File: src/rtl/bin_display_scan.sv
// bin_display_scan: 14-bit binary to 4-digit BCD via double-dabble,
// time-multiplexed onto a 4-digit display with leading-zero blanking.
module bin_display_scan #(
  parameter int SCAN_DIV = 50000
) (
  input  logic        clk_i,
  input  logic        reset_i,
  input  logic        load_i,
  input  logic [13:0] value_i,
  output logic        busy_o,
  output logic        overflow_o,
  output logic [3:0]  bcd_o,
  output logic        blank_o,
  output logic [3:0]  digit_sel_o
);

  localparam int PW = (SCAN_DIV > 1) ? $clog2(SCAN_DIV) : 1;
  localparam logic [PW-1:0] PMAX = PW'(SCAN_DIV - 1);
  localparam logic [13:0] VMAX = 14'd9999;

  logic          busy_q, busy_d;
  logic          ovf_q, ovf_d;
  logic [3:0]    cnt_q, cnt_d;
  logic [13:0]   sh_q, sh_d;
  logic [15:0]   work_q, work_d;
  logic [15:0]   disp_q, disp_d;
  logic [PW-1:0] pre_q, pre_d;
  logic [1:0]    idx_q, idx_d;
  logic [15:0]   adj;

  // add-3 correction of every work nibble that is 5 or more
  always_comb begin
    adj = work_q;
    for (int i = 0; i < 4; i++) begin
      if (work_q[4*i +: 4] >= 4'd5)
        adj[4*i +: 4] = work_q[4*i +: 4] + 4'd3;
    end
  end

  // accept a load or run one conversion step; display written once at the end
  always_comb begin
    busy_d = busy_q;
    ovf_d  = ovf_q;
    cnt_d  = cnt_q;
    sh_d   = sh_q;
    work_d = work_q;
    disp_d = disp_q;
    if (busy_q) begin
      {work_d, sh_d} = {adj, sh_q} << 1;
      cnt_d = cnt_q - 4'd1;
      if (cnt_q == 4'd1) begin
        busy_d = 1'b0;
        disp_d = work_d;
      end
    end else if (load_i) begin
      busy_d = 1'b1;
      cnt_d  = 4'd14;
      work_d = '0;
      if (value_i > VMAX) begin
        sh_d  = VMAX;
        ovf_d = 1'b1;
      end else begin
        sh_d  = value_i;
        ovf_d = 1'b0;
      end
    end
  end

  // free-running prescaler advancing the scan index on wrap
  always_comb begin
    pre_d = pre_q + PW'(1);
    idx_d = idx_q;
    if (pre_q == PMAX) begin
      pre_d = '0;
      idx_d = idx_q + 2'd1;
    end
  end

  // state registers with synchronous reset
  always_ff @(posedge clk_i) begin
    if (reset_i) begin
      busy_q <= 1'b0;
      ovf_q  <= 1'b0;
      cnt_q  <= '0;
      sh_q   <= '0;
      work_q <= '0;
      disp_q <= '0;
      pre_q  <= '0;
      idx_q  <= '0;
    end else begin
      busy_q <= busy_d;
      ovf_q  <= ovf_d;
      cnt_q  <= cnt_d;
      sh_q   <= sh_d;
      work_q <= work_d;
      disp_q <= disp_d;
      pre_q  <= pre_d;
      idx_q  <= idx_d;
    end
  end

  // digit strobe, code and leading-zero blank for the selected digit
  always_comb begin
    digit_sel_o = 4'b0001 << idx_q;
    bcd_o       = disp_q[3:0];
    blank_o     = 1'b0;
    unique case (idx_q)
      2'd0: begin
        bcd_o   = disp_q[3:0];
        blank_o = 1'b0;
      end
      2'd1: begin
        bcd_o   = disp_q[7:4];
        blank_o = (disp_q[15:4] == 12'd0);
      end
      2'd2: begin
        bcd_o   = disp_q[11:8];
        blank_o = (disp_q[15:8] == 8'd0);
      end
      2'd3: begin
        bcd_o   = disp_q[15:12];
        blank_o = (disp_q[15:12] == 4'd0);
      end
    endcase
  end

  assign busy_o     = busy_q;
  assign overflow_o = ovf_q;

endmodule

File: config.mk
export PLATFORM = sky130hd
export DESIGN_NAME = bin_display_scan
export DESIGN_NICKNAME = d
export VERILOG_FILES = /design/src/rtl/bin_display_scan.sv
export SDC_FILE = /design/constraint.sdc
export NUM_CORES = 1
export LEC_CHECK = 0
export BUFFER_PORTS_ARGS = -buffer_cell sky130_fd_sc_hd__buf_4
export CAP_MARGIN = 20
export CORE_AREA = 5 5 116 118
export CTS_CLUSTER_SIZE = 28
export DETAILED_ROUTE_END_ITERATION = 8
export DIE_AREA = 0 0 121 123
export SYNTH_ARGS = -nofsm -noshare
export SYNTH_HDL_FRONTEND = slang
export SYNTH_SLANG_ARGS = --single-unit
export TNS_END_PERCENT = 30
File: constraint.sdc
create_clock -name clk_i -period 2 [get_ports clk_i]
set_input_delay 0.4 -clock clk_i [delete_from_list [all_inputs] [get_ports clk_i]]
set_output_delay 0.4 -clock clk_i [all_outputs]
set_load 0.005 [all_outputs]
# ---- Yosys cells after proc, flatten, opt, wreduce, memory -nomap -nowiden
# Cells that the tools add are included.
dict set report word_totals {
  word_cells 54
  regBits 70
}
dict set report op_classes {
  n_lt_le_gt_ge 5
  mux 17
  n_eq_ne 5
  n_addsub 7
  n_shift 1
  bitwise 1
  n_reduce_logical 9
}
# cell n
set ops {}
lappend ops {{$mux W14} 3}
lappend ops {{$mux W16} 2}
lappend ops {{$mux W4} 5}
lappend ops {{$add A16 B1 Y16 const B} 1}
lappend ops {{$eq A16 B16 Y1 const B} 1}
lappend ops {{$ge A4 B3 Y1 const B} 4}
lappend ops {{$pmux W4 S4} 1}
lappend ops {{$gt A14 B14 Y1 const B} 1}
lappend ops {{$add A4 B2 Y4 const B} 3}
lappend ops {{$logic_not A12 Y1} 1}
lappend ops {{$logic_not A8 Y1} 1}
lappend ops {{$eq A2 B2 Y1 const B} 2}
lappend ops {{$eq A4 B1 Y1 const B} 1}
lappend ops {{$logic_not A4 Y1} 1}
lappend ops {{$mux W1} 4}
lappend ops {{$pmux W1 S4} 1}
lappend ops {{$reduce_and A2 Y1} 2}
lappend ops {{$reduce_or A2 Y1} 2}
lappend ops {{$shl A1 B2 Y4 const A} 1}
lappend ops {{$sub A4 B1 Y4 const B} 1}
lappend ops {{$add A3 B2 Y3 const B} 1}
lappend ops {{$mux W3} 1}
lappend ops {{$add A2 B1 Y2 const B} 1}
lappend ops {{$eq A2 B1 Y1 const B} 1}
lappend ops {{3 further kinds} 3}

# ---- Logic depth before layout (Yosys ltp)
dict set report depth {
  depth_word 4
  ltp_mapped 7
  mapped_depth_nobuf 6
}

# ---- Worst setup path before layout
# Ideal clock, no wire load.
dict set report synth_path {
  path_type {register to output}
  startpoint {reg idx_q[0]}
  endpoint {out bcd_o[0]}
  arrival_ps 1067
  stages_incl_launch_ff 5
  path_buffers 1
  path_slack_ps 533
  path_cell_list {dfxtp_1 -> inv_1 -> ha_1 -> clkbuf_1 -> mux2i_1}
}
dict set report synth_between {
  elab_chain_len 2
}
# item line_no
set synth_lines {}
lappend synth_lines {{from (decl)} 28} ;# logic [1:0] idx_q, idx_d;
lappend synth_lines {{from (signal assigned)} 98} ;# idx_q <= idx_d;
lappend synth_lines {{$eq A2 B2 Y1, or another cell as far along} 107} ;# unique case (idx_q)
lappend synth_lines {{$pmux W4 S4 (*)} 107}
lappend synth_lines {{to (decl)} 12} ;# output logic [3:0] bcd_o,
# Mark *: on every way between the ends. The rest lies on a longest branch, timed or not.

# ---- Worst setup path after layout
dict set report layout_path {
  startpoint {reg disp_q[6]}
  endpoint {out blank_o}
}
dict set report layout_between {
  elab_chain_len 2
}
# item line_no
set layout_lines {}
lappend layout_lines {{from (decl)} 26} ;# logic [15:0] disp_q, disp_d;
lappend layout_lines {{from (signal assigned)} 96} ;# disp_q <= disp_d;
lappend layout_lines {{$logic_not A12 Y1} 114} ;# blank_o = (disp_q[15:4] == 12'd0);
lappend layout_lines {{$pmux W1 S4} 107}
lappend layout_lines {{to (decl)} 13} ;# output logic blank_o,
# Every way passes these cells.

==> metrics.csv <==
metric,value,unit
outcome,"complete, no violations",
cp_slowest_cell,sky130_fd_sc_hd__dfxtp_1,
drtPass1Iterations,4,
path_cells,nor4_2 > a21o_1 > a21oi_1 > nor3_1 > buf_4,
asyncSetResetFlopFracSynth,0,%
cts.reportedPaths.clkPinSlew,0.06,ns
drt_first_iter_violations,154,
max_clock_freq,513,MHz
antenna-diode-count,0,
slew_headroom,58.5,%
grt_pass1_wl,13000,um
synth_seq_cells,70,
antenna_found_initial,0,
totalNegativeSetupSlack,0,ns
yosysSeqAreaShare,39.2,%
design_power_total,3.28,mW
routed_wirelength,7720,um
mappedNetlistNets,423,
detail_route.drc_violations,0,
drv_slew,0,
netlist-cell-type-count,50,
finalWorstPathRequiredPeriod,1.95,ns
place.detailed.hpwl,5410,um
worst_ep_required_time,1.60,ns
start_util,28.9,%
die_width,121,um
cp_max_fo,3,
setup.worst_path.start_class,flip-flop,
timing.hold.worst.class,input port to flip-flop,
crit_family,simple AND/OR/NAND/NOR gates,
power_density,766,nW/um^2
drive_gt1_share,21.9,%
worst-path-buf-inv,1,
fin_skew,0.00711,ns
cts_sinks,70,
end_kind,primary output,
flow.area_growth_from_synthesis,19.8,%
final-setup-viol-count,0,
num-nets-final,447,
grt_start_max_net_pins,32,
post-route-cell-area,4280,sq um
fp.dieArea,14900,sq um
postCtsHoldBufs,0,
worstPathArrival,1.55,ns
wire_per_inst,13.0,um
critical_path_class,flip-flop to primary output,
routabilityCongestion,0.782,
clockBufferDepth,2,
final.period_utilization,97.4,%
tightest_slew,0.620,ns
die_h,123,um
setup_repair_after_global_routing_missed_its_margin,true,
post-route-worst-setup-slack,0.0515,ns
leakagePower,1.52,nW
cp.depth,5,
prevailing_post_synth_register_cell,sky130_fd_sc_hd__dfxtp_1,
cpPeakStageDelay,0.33,ns
area_of_the_core_region,12400,sq um
synth_warnings,0,
global_route_total_overflow,0,
setup.worst_path.start,disp_q[6],
worstRegToRegCells,6,
via_count,2866,
antenna_violating_nets_post_route,0,
critPathCapture,blank_o,
timing_hold_violations_final,0,
clock-root-buffer,sky130_fd_sc_hd__clkbuf_16,
dpl-instance-area,3920,sq um
critical_path.reg2reg.endpoint,disp_q[2],
clock_insertion_delay_worst_skew,0.34,ns
tritoncts.num_buffers,9,
fin_hold_ws,0.319,ns
post_synth_instance_area,3570,sq um
rr_startpoint,work_q[0],
synth-edff-count,0,
top_level_ports,28,
place_ws,0.254,ns
global_route.usage.total,10.9,%
place.port_buffers,27,
setup_slack_of_the_most_critical_reg_to_reg_path,0.37,ns
cap_violations,0,
avgSynthCellArea,9.14,sq um
worst_voltage_drop_across_the_vdd_grid,0.413,mV
num_rows,41,
htreeDepth,3,
number_of_standard_cells_after_synthesis,391,
route.detailed.vias_per_inst,4.84,
cts_tree,done,
grt_pass1_vias,2758,
[state kept, by name, indices dropped and copies added (netlist names)]
signal      cells
busy_o          1
work_q         16
pre_q          16
idx_q           2
sh_q           14
cnt_q           4
overflow_o      1
disp_q         16
[cell usage after synthesis, drive strengths merged (9+ instances only)]
| master | instances | area [sq um] |
|---|---|---|
| inv | 26 | 97.6 |
| nand2b | 14 | 95.1 |
| o21ai | 16 | 80.1 |
| mux2i | 14 | 140 |
| dfxtp | 70 | 1400 |
| nor2 | 58 | 265 |
| a21oi | 17 | 85.1 |
| ha | 15 | 188 |
| nand2 | 11 | 41.3 |
| buf | 9 | 65.1 |
| xnor2 | 17 | 149 |
| nor3 | 14 | 81.3 |
| clkbuf | 12 | 46.3 |
[cells in the final DEF (no fill, tap or decap), types with 4 or more instances in the layout]
cell type / n
sky130_fd_sc_hd__mux2_2: 5
sky130_fd_sc_hd__a222oi_1: 4
sky130_fd_sc_hd__o21ai_0: 16
sky130_fd_sc_hd__nor2b_1: 5
sky130_fd_sc_hd__nand3_1: 6
sky130_fd_sc_hd__inv_1: 24
sky130_fd_sc_hd__nand2_1: 11
sky130_fd_sc_hd__dfxtp_1: 68
sky130_fd_sc_hd__a21oi_1: 17
sky130_fd_sc_hd__mux2i_1: 14
sky130_fd_sc_hd__o32ai_1: 8
sky130_fd_sc_hd__clkbuf_16: 9
sky130_fd_sc_hd__nor3_1: 13
sky130_fd_sc_hd__a311oi_1: 6
sky130_fd_sc_hd__nor2_2: 7
sky130_fd_sc_hd__ha_1: 12
sky130_fd_sc_hd__nor4_2: 5
sky130_fd_sc_hd__nor2_4: 4
sky130_fd_sc_hd__nor3b_1: 6
sky130_fd_sc_hd__nor2_1: 47
sky130_fd_sc_hd__a221oi_1: 6
sky130_fd_sc_hd__o22ai_1: 8
sky130_fd_sc_hd__nand2b_1: 13
sky130_fd_sc_hd__buf_4: 34
sky130_fd_sc_hd__xnor2_1: 17
sky130_fd_sc_hd__a21o_1: 4
[worst min-delay path by stage]
stage,endpoint,start,slack [ns],cells after the start
after floorplan,pre_q[0],pre_q[0],0.45,1
after global placement,pre_q[0],pre_q[0],0.46,1
after detailed placement,pre_q[0],pre_q[0],0.47,1
after CTS,sh_q[7],value_i[7],0.31,3
after global routing,sh_q[6],value_i[6],0.35,3
final,sh_q[7],value_i[7],0.32,3
[timing repair]
action,4_1_cts,5_1_grt
pin swaps,1,3
setup buffers,0,1
gates resized for setup,7,8
endpoints found under the setup margin,5,4
cloned,0,0
[area by class of cell]
cell class	count	area, sq um
Multi-Input combinational cell	274	2010
Fill cell	1258	8080
Sequential cell	70	1410
Timing Repair Buffer	34	255
Tap cell	172	215
Inverter	26	103
Clock buffer	11	233
Clock inverter	5	60.1
[power by group]
group	internal, mW	leakage, nW	switching, mW
registers	1.43	0.570	0.0372
logic	0.103	0.812	0.130
clock network	0.967	0.140	0.604
total	2.51	1.52	0.772
[stage by stage]
step,std cells,util [%]
3_5_place_dp,575,31.7
3_3_place_gp,575,31.7
2_1_floorplan,391,-
5_1_grt,592,34.6
4_1_cts,591,34.3
6_report,592,34.6
[worst register-to-register path: cells and delay by family (launching register included)]
kind            cells  cell delay, ns
mux                 1            0.35
flops               1            0.32
compound gates      2            0.32
fa+ha+maj           1            0.25
simple gates        1            0.20
buf+inv             1            0.12
[layer usage]
layer  global-route usage (%)  vias up  routed length (um)  share of wire [%]
met2                     17.1       57                3570                 46
met1                     13.6     1355                3640                 47
met5                        0        -                   0                  0
met3                     3.39       13                 354                4.6
met4                     5.24        0                 158                2.0
li1                         -     1441                   -                  -
[cell families after synthesis]
group	share of synthesized area (%)
fa+ha+maj	5.25
simple gates	23.6
mux	5.50
xor+xnor	4.66
buf+inv	5.85
flops	39.2
compound gates	15.9
No activity file was read; power rests on OpenSTA's default activity.
